<file path="src/rtl/sid_env_pkg.sv">
// Shared types and helpers for the time-multiplexed ADSR envelope sequencer.
package sid_env_pkg;

    localparam int unsigned RATE_BASE   = 9;
    localparam int unsigned ENV_W       = 4;
    localparam int unsigned RATE_W      = 4;
    localparam int unsigned PRESC_MAX_W = 32;
    localparam logic [ENV_W-1:0] ENV_MAX = 4'hF;

    typedef enum logic [1:0] {
        ST_IDLE    = 2'd0,
        ST_ATTACK  = 2'd1,
        ST_DECAY   = 2'd2,
        ST_RELEASE = 2'd3
    } env_state_e;

    // Tick when the low (rate+RATE_BASE) prescaler bits, clamped to its width, are all ones:
    // one step every 2^(rate+RATE_BASE) rounds.
    function automatic logic rate_tick(input logic [RATE_W-1:0]      rate,
                                       input logic [PRESC_MAX_W-1:0] presc,
                                       input int unsigned            presc_w);
        int unsigned            n;
        logic [PRESC_MAX_W-1:0] ones;
        n = 32'(rate) + RATE_BASE;
        if (n > presc_w) n = presc_w;
        ones = (n >= PRESC_MAX_W) ? '1 : (PRESC_MAX_W'(1) << n) - PRESC_MAX_W'(1);
        return (presc & ones) == ones;
    endfunction

endpackage

</file>
<file path="src/rtl/sid_env_step.sv">
// Combinational ADSR step for the voice currently owning the shared datapath.
// Optional build macro SID_ENV_HARD_RESTART_EN: any rising gate restarts attack from level 0.
module sid_env_step
    import sid_env_pkg::*;
#(
    parameter int unsigned PRESCALE_W = 23
) (
    input  env_state_e             state,
    input  logic [ENV_W-1:0]       level,
    input  logic                   gate,
    input  logic                   last_gate,
    input  logic [RATE_W-1:0]      rate,
    input  logic [ENV_W-1:0]       sustain,
    input  logic [PRESCALE_W-1:0]  prescaler,
    output env_state_e             state_nxt_c,
    output logic [ENV_W-1:0]       level_nxt_c
);

    logic rise;
    logic tick;

    assign rise = gate & ~last_gate;
    assign tick = rate_tick(rate, PRESC_MAX_W'(prescaler), PRESCALE_W);

    // Next state / level with saturating 4-bit arithmetic.
    always_comb begin
        state_nxt_c = state;
        level_nxt_c = level;
`ifdef SID_ENV_HARD_RESTART_EN
        if (rise) begin
            state_nxt_c = ST_ATTACK;
            level_nxt_c = '0;
        end else
`endif
        case (state)
            ST_IDLE: begin
                level_nxt_c = '0;
                if (rise) state_nxt_c = ST_ATTACK;
            end
            ST_ATTACK: begin
                if (!gate)                 state_nxt_c = ST_RELEASE;
                else if (level == ENV_MAX) state_nxt_c = ST_DECAY;
                else if (tick)             level_nxt_c = level + ENV_W'(1);
            end
            ST_DECAY: begin
                if (!gate)                        state_nxt_c = ST_RELEASE;
                else if (level > sustain && tick) level_nxt_c = level - ENV_W'(1);
            end
            ST_RELEASE: begin
                if (rise)              state_nxt_c = ST_ATTACK;
                else if (level == '0)  state_nxt_c = ST_IDLE;
                else if (tick)         level_nxt_c = level - ENV_W'(1);
            end
            default: state_nxt_c = ST_IDLE;
        endcase
    end

endmodule

</file>
<file path="src/rtl/sid_env_sequencer.sv">
// Round-robin envelope controller: one voice evaluated per clock through a shared step datapath.
// Optional build macro SID_ENV_HARD_RESTART_EN (handled in sid_env_step).
module sid_env_sequencer
    import sid_env_pkg::*;
#(
    parameter int unsigned NUM_VOICES = 3,
    parameter int unsigned PRESCALE_W = 23
) (
    input  logic                          clk,
    input  logic                          rst_n,
    input  logic [NUM_VOICES-1:0]         gate,
    input  logic [NUM_VOICES*ENV_W-1:0]   attack_rate,
    input  logic [NUM_VOICES*ENV_W-1:0]   decay_rate,
    input  logic [NUM_VOICES*ENV_W-1:0]   sustain_value,
    input  logic [NUM_VOICES*ENV_W-1:0]   release_rate,
    output logic [NUM_VOICES*ENV_W-1:0]   env_out,
    output logic                          upd_strobe,
    output logic [$clog2(NUM_VOICES)-1:0] upd_voice
);

    localparam int unsigned SLOT_W = $clog2(NUM_VOICES);
    localparam logic [SLOT_W-1:0] SLOT_LAST = SLOT_W'(NUM_VOICES - 1);

    logic [SLOT_W-1:0]     slot;
    logic [PRESCALE_W-1:0] prescaler;
    logic [NUM_VOICES-1:0] last_gate;
    env_state_e            state_q [NUM_VOICES];
    logic [ENV_W-1:0]      level_q [NUM_VOICES];

    logic [RATE_W-1:0] atk_n [NUM_VOICES];
    logic [RATE_W-1:0] dcy_n [NUM_VOICES];
    logic [RATE_W-1:0] rel_n [NUM_VOICES];
    logic [ENV_W-1:0]  sus_n [NUM_VOICES];

    env_state_e        cur_state;
    logic [ENV_W-1:0]  cur_level;
    logic [RATE_W-1:0] cur_rate;
    logic [ENV_W-1:0]  cur_sus;
    env_state_e        nxt_state;
    logic [ENV_W-1:0]  nxt_level;

    // Unpack register-file nibbles and expose the level registers.
    for (genvar v = 0; v < NUM_VOICES; v++) begin : g_voice
        assign atk_n[v] = attack_rate[v*ENV_W +: ENV_W];
        assign dcy_n[v] = decay_rate[v*ENV_W +: ENV_W];
        assign rel_n[v] = release_rate[v*ENV_W +: ENV_W];
        assign sus_n[v] = sustain_value[v*ENV_W +: ENV_W];
        assign env_out[v*ENV_W +: ENV_W] = level_q[v];
    end

    // Select the slot owner's context and the rate matching its phase.
    always_comb begin
        cur_state = state_q[slot];
        cur_level = level_q[slot];
        cur_sus   = sus_n[slot];
        cur_rate  = rel_n[slot];
        case (cur_state)
            ST_ATTACK: cur_rate = atk_n[slot];
            ST_DECAY:  cur_rate = dcy_n[slot];
            default:   cur_rate = rel_n[slot];
        endcase
    end

    sid_env_step #(
        .PRESCALE_W (PRESCALE_W)
    ) u_step (
        .state       (cur_state),
        .level       (cur_level),
        .gate        (gate[slot]),
        .last_gate   (last_gate[slot]),
        .rate        (cur_rate),
        .sustain     (cur_sus),
        .prescaler   (prescaler),
        .state_nxt_c (nxt_state),
        .level_nxt_c (nxt_level)
    );

    // Slot/prescaler advance and write-back of the evaluated voice.
    always_ff @(posedge clk or negedge rst_n) begin
        if (!rst_n) begin
            slot       <= '0;
            prescaler  <= '0;
            last_gate  <= '0;
            state_q    <= '{default: ST_IDLE};
            level_q    <= '{default: '0};
            upd_strobe <= 1'b0;
            upd_voice  <= '0;
        end else begin
            slot <= (slot == SLOT_LAST) ? '0 : slot + SLOT_W'(1);
            if (slot == SLOT_LAST) prescaler <= prescaler + PRESCALE_W'(1);
            state_q[slot]   <= nxt_state;
            level_q[slot]   <= nxt_level;
            last_gate[slot] <= gate[slot];
            upd_strobe      <= 1'b1;
            upd_voice       <= slot;
        end
    end

endmodule

</file>
<file path="config.mk">
export PLATFORM = sky130hd
export DESIGN_NAME = sid_env_sequencer
export DESIGN_NICKNAME = d
export VERILOG_FILES = /design/src/rtl/sid_env_pkg.sv /design/src/rtl/sid_env_step.sv /design/src/rtl/sid_env_sequencer.sv
export SDC_FILE = /design/constraint.sdc
export NUM_CORES = 1
export LEC_CHECK = 0
export CORE_MARGIN = 2
export CORE_UTILIZATION = 25
export DETAILED_ROUTE_END_ITERATION = 12
export PLACE_DENSITY = 0.52
export SETUP_SLACK_MARGIN = 0.5
export SYNTH_ARGS = -nofsm -noshare
export SYNTH_HDL_FRONTEND = slang
export SYNTH_SLANG_ARGS = --single-unit
</file>
<file path="constraint.sdc">
create_clock -name clk -period 7.3 [get_ports clk]
set_input_delay 1.46 -clock clk [delete_from_list [all_inputs] [get_ports clk]]
set_output_delay 1.46 -clock clk [all_outputs]
set_load 0.05 [all_outputs]
</file>
==> impl_metrics.tcl, run 1 <==
set metrics [dict create \
    crit_arrival_ps 6380 \
    syn_area_um2 3890 \
    crit_chain "nand2b_2 -> inv_2 -> a21oi_1 -> ha_1 -> inv_1 -> a221o_1 -> nand2_1 -> inv_1 -> ha_1 -> clkinv_1 -> nand2_1 -> a221oi_1 -> o32ai_1 -> a2bb2oi_1 -> xor2_1 -> nor2_1 -> nand4b_4 -> nor2_1 -> a31oi_1 -> o311ai_1 -> o21ai_1" \
    path_max_fanout 19 \
    end_kind "flop" \
    synth_area_leader_cell "dfrtp_1" \
    hold_violations 0 \
    status "finished clean" \
    grt-ovfl-total 0 \
    tns_ps 0 \
    startpoint_type "flop" \
    post_cts_buffers 0 \
    clkLatencyLatePin_ps 290 \
    dp_cells 685 \
    synth-seq-area-share_pct 31.5 \
    htreeDepth 2 \
    crit_path_top_delay_cell "o311ai_1" \
    ctsHoldBuffers 0 \
    synth.area.top_cells "dfrtp_1 31%, mux2i_1 6.9%, nand2_1 6.8%" \
    ioPinCount 68 \
    cts_max_path_buffers 2 \
    path_delay_family "compound AO/OA/AOI/OAI gates" \
    core_area_um2 15200 \
    numPortBuffers 67 \
    cp_slowest_stage_delay_ps 640 \
    layout-drive-gt1-share_pct 7.72 \
    static-leakage-power_nw 1.88 \
    ant_nets 0 \
    grt_max_degree 50 \
    power.density_cell_area_nw_per_um2 274 \
    wirelength_mm 11.7 \
    cts_resized 0 \
    final_nets 570 \
    dr.pass1.iters 5 \
    worst_pin_slew_ps 679 \
    ir_worst_vdd_v 0.000110 \
    ys_warn_count 0 \
    die_area_um2 16600 \
    grt_pass1_vias 3590 \
    rsz0062_at_grt "false" \
    grt_pass1_wl_mm 19.0 \
    async_reset_ff_share_pct 100 \
    clkTransAtPathRegs_ps 70 \
    start_util_pct 25.6 \
    drtIter0Drc 215 \
    avgViaCountPerCell 5.23 \
    cts_buffers 5 \
    crit_type "flop to flop" \
    dieHeight_um 129 \
    clock-sinks 49 \
    layout_min_cycle_time_ps 6220 \
    gp_congestion 0.863 \
    wire_per_inst_um 16.9 \
    ys_types 73 \
    synth_edf_count 0 \
    slew-limit-headroom_pct 54.0 \
    synthDominantCellAreaShare_pct 31.5 \
    setup_viol 0 \
    fp-row-count 45 \
    cts_tree "yes" \
    drc 0 \
    maxSlewViolCount 0 \
    synth_seq_cells 49 \
    chipWidth_um 129 \
    gr-usage-all-layers_pct 14.4 \
    fin_skew_ps 7.87 \
    syn_avg_cell_area_um2 8.69 \
    crit_buf_inv 4 \
    critPathRequiredTime_ps 7450 \
    synth_ff_type "dfrtp_1" \
    syn_inst 448 \
    ctsRootBufferMaster "clkbuf_16" \
    antenna_cells 0 \
    dp_hpwl_mm 8.87 \
    finalCritPeriodShare_pct 85.3 \
    hp-class "flop to flop" \
    vias 3626 \
    max-cap-violations 0 \
    antenna_found_initial 0 \
    syn2layout_area_growth_pct 24.5 \
    fmax_mhz 161 \
    fin_cells 693 \
]
area by class of cell:
type	count	area (um^2)
Sequential cell	49	1230
Multi-Input combinational cell	358	2480
Fill cell	1606	10400
Clock inverter	3	17.5
Inverter	19	71.3
Timing Repair Buffer	71	696
Clock buffer	5	125
Tap cell	188	235
cells in the final DEF, fill, tap and decap left out, drive strengths merged, types with 5 or more instances in the layout:
master and n:
buf 5, a21oi 21, mux2 6, nand4 9
mux2i 27, nand3 17, a211oi 6, o21ai 36
and3 5, nor3 13, nand2 71, inv 17
dfrtp 49, xor2 5, nand3b 8, a221oi 7
nor2 26, xnor2 21, clkdlybuf4s50 66, clkbuf 5
ha 13, o31ai 6
report_power, final:
| group | leakage (nW) | internal, mW | total (mW) | switching [mW] |
|---|---|---|---|---|
| Sequential | 0.658 | 0.286 | 0.294 | 0.00713 |
| Combinational | 1.15 | 0.291 | 0.807 | 0.516 |
| Clock | 0.0696 | 0.126 | 0.229 | 0.104 |
| Total | 1.88 | 0.703 | 1.33 | 0.627 |
path summary, 6_finish.rpt:
kind                              start           end  slack, ps  cells past startpoint
setup / recovery                slot[1]    env_out[0]       1080                     21
hold / removal             last_gate[0]  last_gate[0]        480                      2
setup reg to reg                slot[1]    env_out[0]       1080                     21
hold reg to reg            last_gate[0]  last_gate[0]        480                      2
max in group asynchronous         rst_n       slot[1]       5570                      2
min in group asynchronous         rst_n    env_out[1]       1260                      2
cell families after synthesis:
kind of cell,synth area share (%)
AOI/OAI and AO/OA,22.3
and+or+nand+nor,22.0
adders and majority gates,4.18
other,0.0963
xor gates and xnor gates,6.04
muxes,8.77
DFF,31.5
buffers and inverters,5.14
cells in the mapped netlist (2+ instances only):
| library cell | number |
|---|---|
| a211oi_1 | 4 |
| a221oi_4 | 2 |
| o21ai_1 | 17 |
| clkbuf_1 | 10 |
| nor2b_1 | 3 |
| nand3b_1 | 8 |
| xnor2_1 | 20 |
| a211oi_2 | 2 |
| buf_1 | 4 |
| o32a_1 | 2 |
| nor3_1 | 10 |
| buf_2 | 4 |
| mux2_1 | 3 |
| nor4_1 | 3 |
| mux2i_1 | 27 |
| clkinv_1 | 2 |
| xor2_1 | 5 |
| mux2_2 | 2 |
| inv_1 | 15 |
| a31oi_1 | 2 |
| o41ai_1 | 2 |
| a21oi_1 | 21 |
| buf_4 | 4 |
| nand2b_1 | 3 |
| a21o_1 | 3 |
| nand2_1 | 71 |
| inv_2 | 2 |
| nor3_2 | 2 |
| o211ai_1 | 4 |
| a221oi_1 | 3 |
| o221ai_1 | 3 |
| nor2_1 | 25 |
| nand3_1 | 17 |
| a221oi_2 | 2 |
| a221o_1 | 4 |
| and4_1 | 3 |
| and3_1 | 5 |
| o31ai_1 | 6 |
| o21ai_0 | 19 |
| and3b_1 | 3 |
| dfrtp_1 | 49 |
| ha_1 | 13 |
| nand4_1 | 9 |
tightest hold or removal path, delay by kind of cell (launching register included):
family           cells  cell delay [ps]
and+or+nand+nor      2              110
DFF                  1              340
stage by stage:
| step | cell area (um^2) | hold slack (ps) | power [mW] | util [%] | setup slack, ps |
|---|---|---|---|---|---|
| finish | 4850 | 478 | 1.33 | 31.9 | 1080 |
| CTS | 4850 | 483 | 1.33 | 31.9 | 1180 |
| global route | 4850 | 500 | 1.42 | 31.9 | 552 |
| floorplan | 3900 | 374 | 0.905 | - | 1890 |
| detailed placement | 4710 | 465 | 1.09 | 31.0 | 1200 |
| global placement | 4710 | 459 | 1.09 | 31.0 | 1240 |
sequential cells by signal, summed over array words and instances (netlist names):
signal and cells:
env_out 12, upd_voice 2, state_q 6, slot 2
upd_strobe 1, prescaler 23, last_gate 3
layer usage:
layer | part of all wire [%] | routed length, um | global-route usage [%] | vias up
met5 | 0 | 0 | 0 | -
met4 | 1.2 | 135 | 3.71 | 0
met3 | 4.8 | 562 | 2.25 | 10
met2 | 45 | 5260 | 22.9 | 108
met1 | 49 | 5730 | 20.5 | 1760
li1 | - | - | - | 1748
Power figures use the tool's default switching activity.
==> run 2: changes to the inputs <==
--- a/config.mk
+++ b/config.mk
@@ -6,9 +6,9 @@
 export NUM_CORES = 1
 export LEC_CHECK = 0
 export CORE_MARGIN = 2
-export CORE_UTILIZATION = 25
+export CORE_UTILIZATION = 54
 export DETAILED_ROUTE_END_ITERATION = 12
-export PLACE_DENSITY = 0.52
+export PLACE_DENSITY = 0.91
 export SETUP_SLACK_MARGIN = 0.5
 export SYNTH_ARGS = -nofsm -noshare
 export SYNTH_HDL_FRONTEND = slang
==> run 2 against run 1 <==
Highest routed layer unchanged. Utilization is 37 points higher. Global-route usage grew 13 points. Sequential share of layout area rose by 0.78 points. Setup slack lost 11 ps. Critical endpoint unchanged. Via count grew 3.0%. Clock skew is 3.2 ps higher. Combinational power about the same. Register-to-register slack hardly changed. Sequential power barely moved.
==> impl_metrics.tcl, run 2 (synthesis gave the netlist of run 1 again) <==
set metrics [dict create \
    cts_max_path_buffers 2 \
    post_cts_buffers 0 \
    rr_startpoint "slot[1]" \
    tns_ps 0 \
    crit_path_top_delay_cell "ha_1" \
    start_util_pct 56.7 \
    p_total_mw 1.31 \
    dp_hpwl_mm 7.64 \
    largest_reg_flops 23 \
    clkLatencyLatePin_ps 310 \
    power.density_cell_area_nw_per_um2 278 \
    cts_tree "yes" \
    top_register "prescaler" \
    whs_endpoint "last_gate[2]" \
    wire_per_inst_um 17.1 \
    end_kind "flop" \
    rsz0062_at_grt "false" \
    grt-ovfl-total 0 \
    layout_min_cycle_time_ps 6240 \
    maxSlewViolCount 0 \
    setup_viol 0 \
    core_area_um2 6870 \
    clock-sinks 49 \
    slew-limit-headroom_pct 27.3 \
    chipWidth_um 88.9 \
    drtIter0Drc 507 \
    crit_chain "nand2b_2 -> inv_2 -> a21oi_1 -> ha_1 -> inv_1 -> a221o_1 -> nand2_1 -> inv_1 -> ha_1 -> clkinv_1 -> nand2_1 -> a221oi_1 -> o32ai_1 -> a2bb2oi_1 -> xor2_1 -> nor2_1 -> nand4b_4 -> nor2_1 -> a31oi_1 -> o311ai_1 -> o21ai_1" \
    cts_buffers 5 \
    fin_util_pct 68.5 \
    path_max_fanout 19 \
    critPathRequiredTime_ps 7480 \
    fmax_mhz 160 \
    rr_worst_depth 21 \
    hold_violations 0 \
    numPortBuffers 67 \
    mostFrequentLayoutCells "71 x nand2_1, 66 x clkdlybuf4s50_1, 48 x dfrtp_1, 27 x mux2i_1, 25 x nor2_1" \
    dr.pass1.iters 5 \
    hp-class "flop to flop" \
    gp_congestion 1.00 \
    ir_worst_vdd_v 0.000201 \
    status "finished clean" \
    grt_pass1_wl_mm 17.2 \
    p_clk_share_pct 15.7 \
    avgViaCountPerCell 6.22 \
    dieHeight_um 88.9 \
    ant_nets 0 \
    crit_arrival_ps 6410 \
    final_nets 569 \
    fp-row-count 30 \
    grt_pass1_vias 3493 \
    worst-r2r-setup-slack_ps 1060 \
    ioPinCount 68 \
    grt_max_degree 50 \
    htreeDepth 2 \
    wirelength_mm 10.2 \
    p_comb_share_pct 61.8 \
    ctsHoldBuffers 0 \
    switchingPower_mw 0.619 \
    vias 3733 \
    syn2layout_area_growth_pct 20.8 \
    clkTransAtPathRegs_ps 100 \
    worst_pin_slew_ps 1090 \
    max-cap-violations 0 \
    hold_start "last_gate[2]" \
    internal-power_mw 0.689 \
    final_common_cell "nand2_1" \
    path_delay_family "compound AO/OA/AOI/OAI gates" \
    seqPwrFrac_pct 22.5 \
    swShare_pct 47.3 \
    gr-usage-all-layers_pct 27.4 \
    reg2reg_to "env_out[0]" \
    static-leakage-power_nw 1.86 \
    startpoint_type "flop" \
    antenna_found_initial 0 \
    fin_skew_ps 11.0 \
    die_area_um2 7910 \
    finalCritPeriodShare_pct 85.4 \
    crit_type "flop to flop" \
    worstHoldPathCells 2 \
    crit_buf_inv 4 \
    antenna_cells 0 \
    drc 0 \
    fill_cells 553 \
    cts_resized 0 \
    layout-drive-gt1-share_pct 7.54 \
    cp_slowest_stage_delay_ps 590 \
    ctsRootBufferMaster "clkbuf_8" \
]
==> run 2: changes by cell type in the layout (fill, tap and decap cells not counted) <==
cell,change
clkbuf_16,-5
buf_4,-1
clkinv_2,-2
clkbuf_8,+6
bufinv_16,+1
==> run 2: how the worst max path moves through the flow <==
stage	cells past startpoint	start	to
3_3_place_gp	21	slot[1]	env_out[10]
6_report	21	slot[1]	env_out[0]
3_5_place_dp	20	slot[1]	env_out[0]
2_1_floorplan	25	slot[1]	env_out[5]
4_1_cts	20	slot[1]	env_out[0]
5_1_grt	20	slot[1]	env_out[0]
==> run 2: through the flow <==
step | hold WS (ps) | instances | cell area [um^2] | worst slack (ps)
finish | 489 | 600 | 4700 | 1060
global route | 511 | 600 | 4700 | 648
CTS | 493 | 600 | 4700 | 1030
detailed placement | 469 | 592 | 4580 | 1090
global placement | 460 | 592 | 4580 | 1290
floorplan | 374 | 450 | 3900 | 1890
==> run 2: worst reg2reg max path: stages, from the launching register on <==
cell,delay (ps)
dfrtp_2,570
nand2b_2,380
inv_2,370
a21oi_1,240
ha_1,590
inv_1,200
a221o_1,390
nand2_1,210
inv_1,70
ha_1,420
clkinv_1,210
nand2_1,90
a221oi_1,330
o32ai_1,130
a2bb2oi_1,230
xor2_1,190
nor2_1,70
nand4b_4,280
nor2_1,340
a31oi_1,140
o311ai_1,560
o21ai_1,110
==> run 2: final cells by class <==
cell class	instances	area, um^2	area share [%]
Tap cell	96	120	2.55
Inverter	19	71.3	1.52
Clock inverter	2	37.5	0.798
Sequential cell	49	1230	26.1
Multi-Input combinational cell	358	2480	52.6
Clock buffer	6	82.6	1.76
Timing Repair Buffer	70	688	14.6
==> run 2: power by group through the flow <==
stage | clock network [mW] | logic [mW] | registers (mW)
after floorplan | 0 | 0.607 | 0.298
after CTS | 0.210 | 0.776 | 0.294
final | 0.205 | 0.807 | 0.295
after global routing | 0.219 | 0.866 | 0.296
after global placement | 0 | 0.756 | 0.299
after detailed placement | 0 | 0.772 | 0.299
==> run 2: routing by layer <==
metal | vias to the layer above | track usage, % | routed length (um)
met5 | - | 0 | 0
met4 | 0 | 8.68 | 232
met3 | 36 | 3.97 | 887
met1 | 1745 | 40.6 | 4720
li1 | 1740 | - | -
met2 | 212 | 41.5 | 4400
